`config.mk`:
```
export PLATFORM = sky130hd
export DESIGN_NAME = mul
export DESIGN_NICKNAME = d
export VERILOG_FILES = /design/src/rtl/mul.sv
export SDC_FILE = /design/constraint.sdc
export NUM_CORES = 1
export LEC_CHECK = 0
export CAP_MARGIN = 10
export CORE_ASPECT_RATIO = 0.75
export CORE_MARGIN = 1
export CORE_UTILIZATION = 65
export CTS_BUF_LIST = sky130_fd_sc_hd__clkbuf_4
export DETAILED_ROUTE_END_ITERATION = 10
export PLACE_DENSITY = 0.93
export SYNTH_ARGS = -nofsm -noshare
export SYNTH_HDL_FRONTEND = slang
export SYNTH_SLANG_ARGS = --single-unit
```
`constraint.sdc`:
```
create_clock -name CLK -period 8.03 [get_ports CLK]
set_clock_uncertainty 0.2 [all_clocks]
set_input_delay 1.2045 -clock CLK [delete_from_list [all_inputs] [get_ports CLK]]
set_output_delay 1.2045 -clock CLK [all_outputs]
set_load 0.03 [all_outputs]
```
`src/rtl/mul.sv`:
```
// Sequential shift-add multiplier. Produces the 2N-bit product of X and Y,
// one partial-product step per clock, and exposes it as {high, res}.
// Shares the start/finished handshake and result split with the sequential
// divider so the ALU can drive both units identically.
//
// state | meaning
// ------+-------------------------------------------------------------
// IDLE  | waiting for start; res/high hold the last product
// RUN   | one conditional add per edge, N edges in total
// DONE  | finished pulse cycle; returns to IDLE on the next edge
module mul #(
    parameter int N      = 16,
    parameter bit SIGNED = 1'b1
) (
    input  logic         CLK,
    input  logic         reset,
    input  logic [N-1:0] X,
    input  logic [N-1:0] Y,
    input  logic         start,
    output logic [N-1:0] res,
    output logic [N-1:0] high,
    output logic         busy,
    output logic         finished
);

    localparam int CW = $clog2(N + 1);

    typedef enum logic [1:0] {
        S_IDLE = 2'd0,
        S_RUN  = 2'd1,
        S_DONE = 2'd2
    } state_t;

    state_t state_q, state_d;

    // Accumulated partial sum; the multiplicand is kept pre-shifted in a
    // 2N-bit register so each step is a plain add with no variable shifter.
    logic [2*N-1:0] acc_q, acc_d;
    logic [2*N-1:0] mc_q, mc_d;
    logic [N-1:0]   mp_q, mp_d;
    logic [CW-1:0]  cnt_q, cnt_d;
    logic           neg_q, neg_d;

    logic [N-1:0]   res_q, res_d;
    logic [N-1:0]   high_q, high_d;
    logic           busy_q, busy_d;
    logic           fin_q, fin_d;

    logic [N-1:0]   x_mag;
    logic [N-1:0]   y_mag;
    logic           neg_in;
    logic [2*N-1:0] acc_sum;
    logic [2*N-1:0] product;

    // Operand conditioning: magnitudes and result sign for the load edge.
    // The most negative value negates to itself, which read as unsigned is
    // exactly its magnitude 2^(N-1), so no extra bit is needed.
    always_comb begin
        x_mag  = X;
        y_mag  = Y;
        neg_in = 1'b0;
        if (SIGNED) begin
            if (X[N-1]) begin
                x_mag = -X;
            end
            if (Y[N-1]) begin
                y_mag = -Y;
            end
            neg_in = X[N-1] ^ Y[N-1];
        end
    end

    // One shift-add step and the final sign fix-up of the completed sum.
    always_comb begin
        acc_sum = acc_q;
        if (mp_q[0]) begin
            acc_sum = acc_q + mc_q;
        end
        product = neg_q ? -acc_sum : acc_sum;
    end

    // Next-state and datapath update; a start request overrides any state.
    always_comb begin
        state_d = state_q;
        acc_d   = acc_q;
        mc_d    = mc_q;
        mp_d    = mp_q;
        cnt_d   = cnt_q;
        neg_d   = neg_q;
        res_d   = res_q;
        high_d  = high_q;
        busy_d  = busy_q;
        fin_d   = 1'b0;

        case (state_q)
            S_IDLE: begin
                busy_d = 1'b0;
            end
            S_RUN: begin
                acc_d = acc_sum;
                mc_d  = mc_q << 1;
                mp_d  = mp_q >> 1;
                cnt_d = cnt_q - CW'(1);
                if (cnt_q == CW'(1)) begin
                    {high_d, res_d} = product;
                    fin_d           = 1'b1;
                    busy_d          = 1'b0;
                    state_d         = S_DONE;
                end
            end
            S_DONE: begin
                busy_d  = 1'b0;
                state_d = S_IDLE;
            end
            default: begin
                busy_d  = 1'b0;
                state_d = S_IDLE;
            end
        endcase

        if (start) begin
            acc_d   = '0;
            mc_d    = {{N{1'b0}}, x_mag};
            mp_d    = y_mag;
            neg_d   = neg_in;
            cnt_d   = CW'(N);
            busy_d  = 1'b1;
            fin_d   = 1'b0;
            state_d = S_RUN;
        end
    end

    // State and datapath registers with synchronous reset taking priority.
    always_ff @(posedge CLK) begin
        if (reset) begin
            state_q <= S_IDLE;
            acc_q   <= '0;
            mc_q    <= '0;
            mp_q    <= '0;
            cnt_q   <= '0;
            neg_q   <= 1'b0;
            res_q   <= '0;
            high_q  <= '0;
            busy_q  <= 1'b0;
            fin_q   <= 1'b0;
        end else begin
            state_q <= state_d;
            acc_q   <= acc_d;
            mc_q    <= mc_d;
            mp_q    <= mp_d;
            cnt_q   <= cnt_d;
            neg_q   <= neg_d;
            res_q   <= res_d;
            high_q  <= high_d;
            busy_q  <= busy_d;
            fin_q   <= fin_d;
        end
    end

    assign res      = res_q;
    assign high     = high_q;
    assign busy     = busy_q;
    assign finished = fin_q;

endmodule
```
### After elaboration in Yosys (flattened, before gate mapping)

Index checks and enable logic that the tools add are counted.

| cells by class | value |
|---|---|
| $add $sub $neg | 5 |
| equal/unequal tests | 5 |
| multiplexer cells | 17 |
| bitwise logic cells | 3 |
| reduce and logical (&&, ||, !) cells | 7 |

Operator list:

| cell | number |
|---|---|
| two-way mux 16 bit | 6 |
| two-way mux 32 bit | 2 |
| adder 32 bit | 1 |
| negator 16 bit | 2 |
| negator 32 bit | 1 |
| two-way mux 5 bit | 2 |
| AND reduction 2 bit | 3 |
| == test 5 x 1 -> 1 bit, second input constant | 1 |
| two-way mux 1 bit | 5 |
| subtractor 5 x 1 -> 5 bit, second input constant | 1 |
| != test 2 bit, second input constant | 2 |
| case mux 2 bit (2 select lines) | 1 |
| != test 3 bit, second input constant | 1 |
| OR reduction 3 bit | 1 |
| == test 2 x 1 -> 1 bit, second input constant | 1 |
| logical NOT 2 bit | 1 |
| two-way mux 2 bit | 1 |
| inverter 1 bit | 2 |
| nonzero test 2 bit | 1 |
| OR reduction 2 bit | 1 |
| XOR 1 bit | 1 |

| word-level totals | value |
|---|---|
| bits in registers | 122 |
| bits of input ports | 35 |
| output and inout bits | 34 |

### Depth between registers and ports, before layout

| depth | value |
|---|---|
| word-level depth | 4 |
| mapped depth | 14 |
| gate-level depth less buffers | 14 |

### Least setup slack after synthesis

OpenSTA, ideal clock, no wires.

| path | value |
|---|---|
| path type | reg-to-reg |
| start point | register acc_q[0] |
| end point | register high_q[10], in the netlist high[10] |
| arrival time | 3.385 ns |
| data required time | 7.756 ns |
| setup slack | 4.371 ns |
| stages on the path, launching flop included | 14 |
| cell sequence | dfxtp_1 > ha_1 > inv_1 > fa_1 > nor2b_2 > o31a_1 > o21ai_2 > o211ai_2 > a21bo_2 > o311ai_1 > or4_4 > nand4bb_1 > or4_1 > a31oi_1 |

| between the ends | value |
|---|---|
| longest elaborated chain between the ends | 4 |

RTL lines:

| what | line | RTL |
|---|---|---|
| from (decl) | 38 | `logic [2*N-1:0] acc_q, acc_d;` |
| from (signal assigned) | 137 | `acc_q <= '0;` |
| from (signal assigned) | 148 | `acc_q <= acc_d;` |
| adder 32 bit | 77 | `acc_sum = acc_q + mc_q;` |
| two-way mux 32 bit (*) | 76 | `if (mp_q[0]) begin` |
| negator 32 bit | 79 | `product = neg_q ? -acc_sum : acc_sum;` |
| two-way mux 32 bit (*) | 79 |  |
| to (signal assigned) | 154 | `high_q <= high_d;` |
| to (decl) | 45 | `logic [N-1:0] high_q, high_d;` |

Mark *: on every way between the ends. The rest lies on a longest branch, timed or not.
A chain may end at the register's enable or synchronous reset.

### Final worst setup path

| path | value |
|---|---|
| start point | register acc_q[0] |
| end point | register high_q[4], in the netlist high[4] |

The elaborated chain is that of the path after synthesis.

==> results_dict.tcl <==
set metrics [dict create \
    outcome "finished clean" \
    placementRows 35 \
    cts_resized 0 \
    cts-root-to-sink-buffers 2 \
    area_growth_pct 11.2 \
    timing.critical_path.required_ps 8320 \
    drc 0 \
    period_minus_slack_ps 4330 \
    post_route_wl_um 22600 \
    drt_first_iter_violations 970 \
    timing.setup.tns_ps 0 \
    dieHeight_um 99.4 \
    grt_overflow_total 0 \
    seq_area_frac_synth_pct 29.7 \
    diodes 0 \
    hold_path.class "flop to flop" \
    synth_top_cell_by_area "sky130_fd_sc_hd__dfxtp_1" \
    clock-root-buffer "sky130_fd_sc_hd__clkbuf_4" \
    combined_area_of_the_multi_input_logic_cells_um2 5430 \
    routedWlPerCell_um 17.0 \
    cts_tree "done" \
    most_used_dff_post_synth "sky130_fd_sc_hd__dfxtp_1" \
    port_buffers 68 \
    timing.critical_path.fanout_max 5 \
    postSynthAreaPerCell_um2 7.34 \
    die_area_um2 13100 \
    place_ws_ps 3840 \
    post_cts_hold_buffer_count 0 \
    first_global_vias 7658 \
    post_synth_main_area_contributors "sky130_fd_sc_hd__dfxtp_1, sky130_fd_sc_hd__nand2_1, sky130_fd_sc_hd__a21oi_1" \
    cts_setup_buffers 0 \
    synth_cell_types 77 \
    relative_slew_margins_pct 22.9 \
    clk-insertion-delay-late_ps 570 \
    number_of_synthesized_flops_with_an_enable_pin 0 \
    vdd.ir_drop.worst_uv 134 \
    synthesis.yosys.warnings 0 \
    num-nets-final 1221 \
    synth_top_cells_by_count "sky130_fd_sc_hd__nand2_1, sky130_fd_sc_hd__a21oi_1, sky130_fd_sc_hd__dfxtp_1, sky130_fd_sc_hd__nor2_1, sky130_fd_sc_hd__xnor2_1" \
    ys_seq_elements 122 \
    max-cap-violations 0 \
    drtAntennaViolNets 0 \
    crit_arrival_ps 4630 \
    endpoint "high[4]$_SDFFE_PP0P_" \
    fin_crit_sh_pct 54.0 \
    hold_viol_final 0 \
    detailedPlacementHpwl_um 15800 \
    filler_cell_count 908 \
    mappedNetlistNets 1193 \
    max_clock_freq_mhz 231 \
    ff2ff_path_depth 14 \
    grt_setup_unrepaired "no" \
    worstSetupEndpointType "flop" \
    grt_pass1_wl_um 37700 \
    top_level_ports 69 \
    grt_max_degree 99 \
    avgViaCountPerCell 6.40 \
    post_layout_util_pct 74.3 \
    power_leakage_nw 3.23 \
    ys_async_sr_fraction_pct 0 \
    synth_top_area_share_pct 29.7 \
    hold_path.startpoint "res[4]$_SDFFE_PP0P_" \
    drt_pass1_iterations 5 \
    critical_path_class "flop to flop" \
    crit_path_start "acc_q[0]$_SDFFE_PP0P_" \
    r2r-end "high[4]$_SDFFE_PP0P_" \
    cts.reportedPaths.clkPinSlew_ps 120 \
    routability_congestion_estimate_from_global_placement 0.934 \
    syn-instance-count 1121 \
    grtUsageTotal_pct 35.5 \
    final-setup-viol-count 0 \
    tightest_slew_ps 1160 \
    via_count 8489 \
    synth.cell_area_um2 8230 \
    floorplan.core_area_um2 12300 \
    cts.sinks 122 \
    yosys.cell_count.top_type "sky130_fd_sc_hd__nand2_1" \
    worst_slack_ps 3700 \
    layout-drive-gt1-share_pct 5.94 \
    initial_core_util_pct 66.8 \
    dieWidth_um 132 \
    worstReg2RegStart "acc_q[0]$_SDFFE_PP0P_" \
    setup.worst_path.start_class "flop" \
    power_density_cells_nw_per_um2 145 \
    worst-r2r-setup-slack_ps 3700 \
    report.final.slew_viol_count 0 \
    sequential_cell_area_um2 2440 \
    cts.htree.levels 4 \
    tritoncts_buffer_count 17 \
    grt_antenna_before_repair 0 \
]
-- area by class of cell --
| class | count | area share, % |
|---|---|---|
| inverters | 29 | 1.19 |
| well taps | 166 | 2.27 |
| repair buffers | 74 | 7.82 |
| clock inverters | 14 | 1.23 |
| flip-flops and latches | 122 | 26.7 |
| multi-input cells | 905 | 59.4 |
| clock buffers | 17 | 1.39 |
-- flip-flops by register name, indices dropped and copies added (netlist names) --
register / count
high: 16
res: 16
finished: 1
neg_q: 1
cnt_q: 5
mc_q: 32
acc_q: 32
state_q: 2
busy: 1
mp_q: 16
-- worst max-delay path, stage by stage, from the launching register on --
cell                      delay [ps]
sky130_fd_sc_hd__dfxtp_1         390
sky130_fd_sc_hd__ha_1            220
sky130_fd_sc_hd__inv_1            70
sky130_fd_sc_hd__fa_1            380
sky130_fd_sc_hd__nor2b_2         210
sky130_fd_sc_hd__nor4_1           80
sky130_fd_sc_hd__nor3b_1         490
sky130_fd_sc_hd__nand3_1         260
sky130_fd_sc_hd__nor3_1          310
sky130_fd_sc_hd__nand3_1         220
sky130_fd_sc_hd__nor4_1          740
sky130_fd_sc_hd__a31oi_1         220
sky130_fd_sc_hd__xnor2_1         230
sky130_fd_sc_hd__nand2_1          90
sky130_fd_sc_hd__a21oi_1         160
-- stage by stage --
stage | std cells | hold WS (ps) | instance area [um^2] | power (W)
global placement | 1296 | 239 | 8910 | 0.000925
floorplan | 1121 | 244 | 8230 | 0.000856
detailed placement | 1296 | 246 | 8910 | 0.000933
finish | 1327 | 273 | 9150 | 0.00133
global route | 1327 | 297 | 9150 | 0.00139
CTS | 1327 | 265 | 9150 | 0.00132
-- where the power goes --
part	switching [W]	leakage [nW]	internal (W)
clock	0.000275	0.124	0.000126
sequential	0.0000201	0.993	0.000626
combinational	0.000178	2.11	0.000105
-- kinds of logic after synthesis --
group,after synthesis,share of synthesized area (%)
flops,122,29.7
buf+inv,94,4.41
xor+xnor,65,6.92
simple gates,456,24.8
compound gates,331,26.5
fa+ha+maj,37,5.72
mux,16,2.01
-- per-layer routing --
metal	GRT usage, %	routed length [um]	vias to the layer above
met2	50.5	9150	465
met1	51.9	10400	3911
li1	-	-	4080
met3	10.1	2740	33
met5	0	0	-
met4	9.57	276	0
-- how the worst min path moves through the flow --
stage                                        to  cells after the start  slack [ps]
final                       res[4]$_SDFFE_PP0P_                      2         270
after global routing      mc_q[28]$_SDFFE_PP0P_                      2         300
after CTS                   res[4]$_SDFFE_PP0P_                      2         270
after detailed placement    res[4]$_SDFFE_PP0P_                      2         250
after global placement     res[15]$_SDFFE_PP0P_                      2         240
after floorplan           mc_q[31]$_SDFFE_PP0P_                      2         240
-- cell usage in the layout, fill, tap and decap left out, types with 7 or more instances in the layout --
master	synthesis	layout
sky130_fd_sc_hd__nand2_1	204	204
sky130_fd_sc_hd__a21oi_1	135	135
sky130_fd_sc_hd__nor2_1	122	121
sky130_fd_sc_hd__dfxtp_1	122	121
sky130_fd_sc_hd__clkdlybuf4s50_1	0	66
sky130_fd_sc_hd__xnor2_1	48	48
sky130_fd_sc_hd__a211oi_1	42	42
sky130_fd_sc_hd__o21ai_0	41	41
sky130_fd_sc_hd__ha_1	36	36
sky130_fd_sc_hd__nor3_1	29	29
sky130_fd_sc_hd__inv_1	28	28
sky130_fd_sc_hd__xor2_1	17	17
sky130_fd_sc_hd__clkbuf_4	0	17
sky130_fd_sc_hd__a31oi_1	15	15
sky130_fd_sc_hd__nand4_1	13	13
sky130_fd_sc_hd__or3_1	13	13
sky130_fd_sc_hd__nand3_1	13	13
sky130_fd_sc_hd__mux2i_1	12	12
sky130_fd_sc_hd__o31ai_1	10	10
sky130_fd_sc_hd__nand2b_1	11	10
sky130_fd_sc_hd__nor4_1	8	8
sky130_fd_sc_hd__nor2b_1	9	8
sky130_fd_sc_hd__o41ai_1	7	7
sky130_fd_sc_hd__and3_1	7	7
Power figures use the tool's default switching activity.
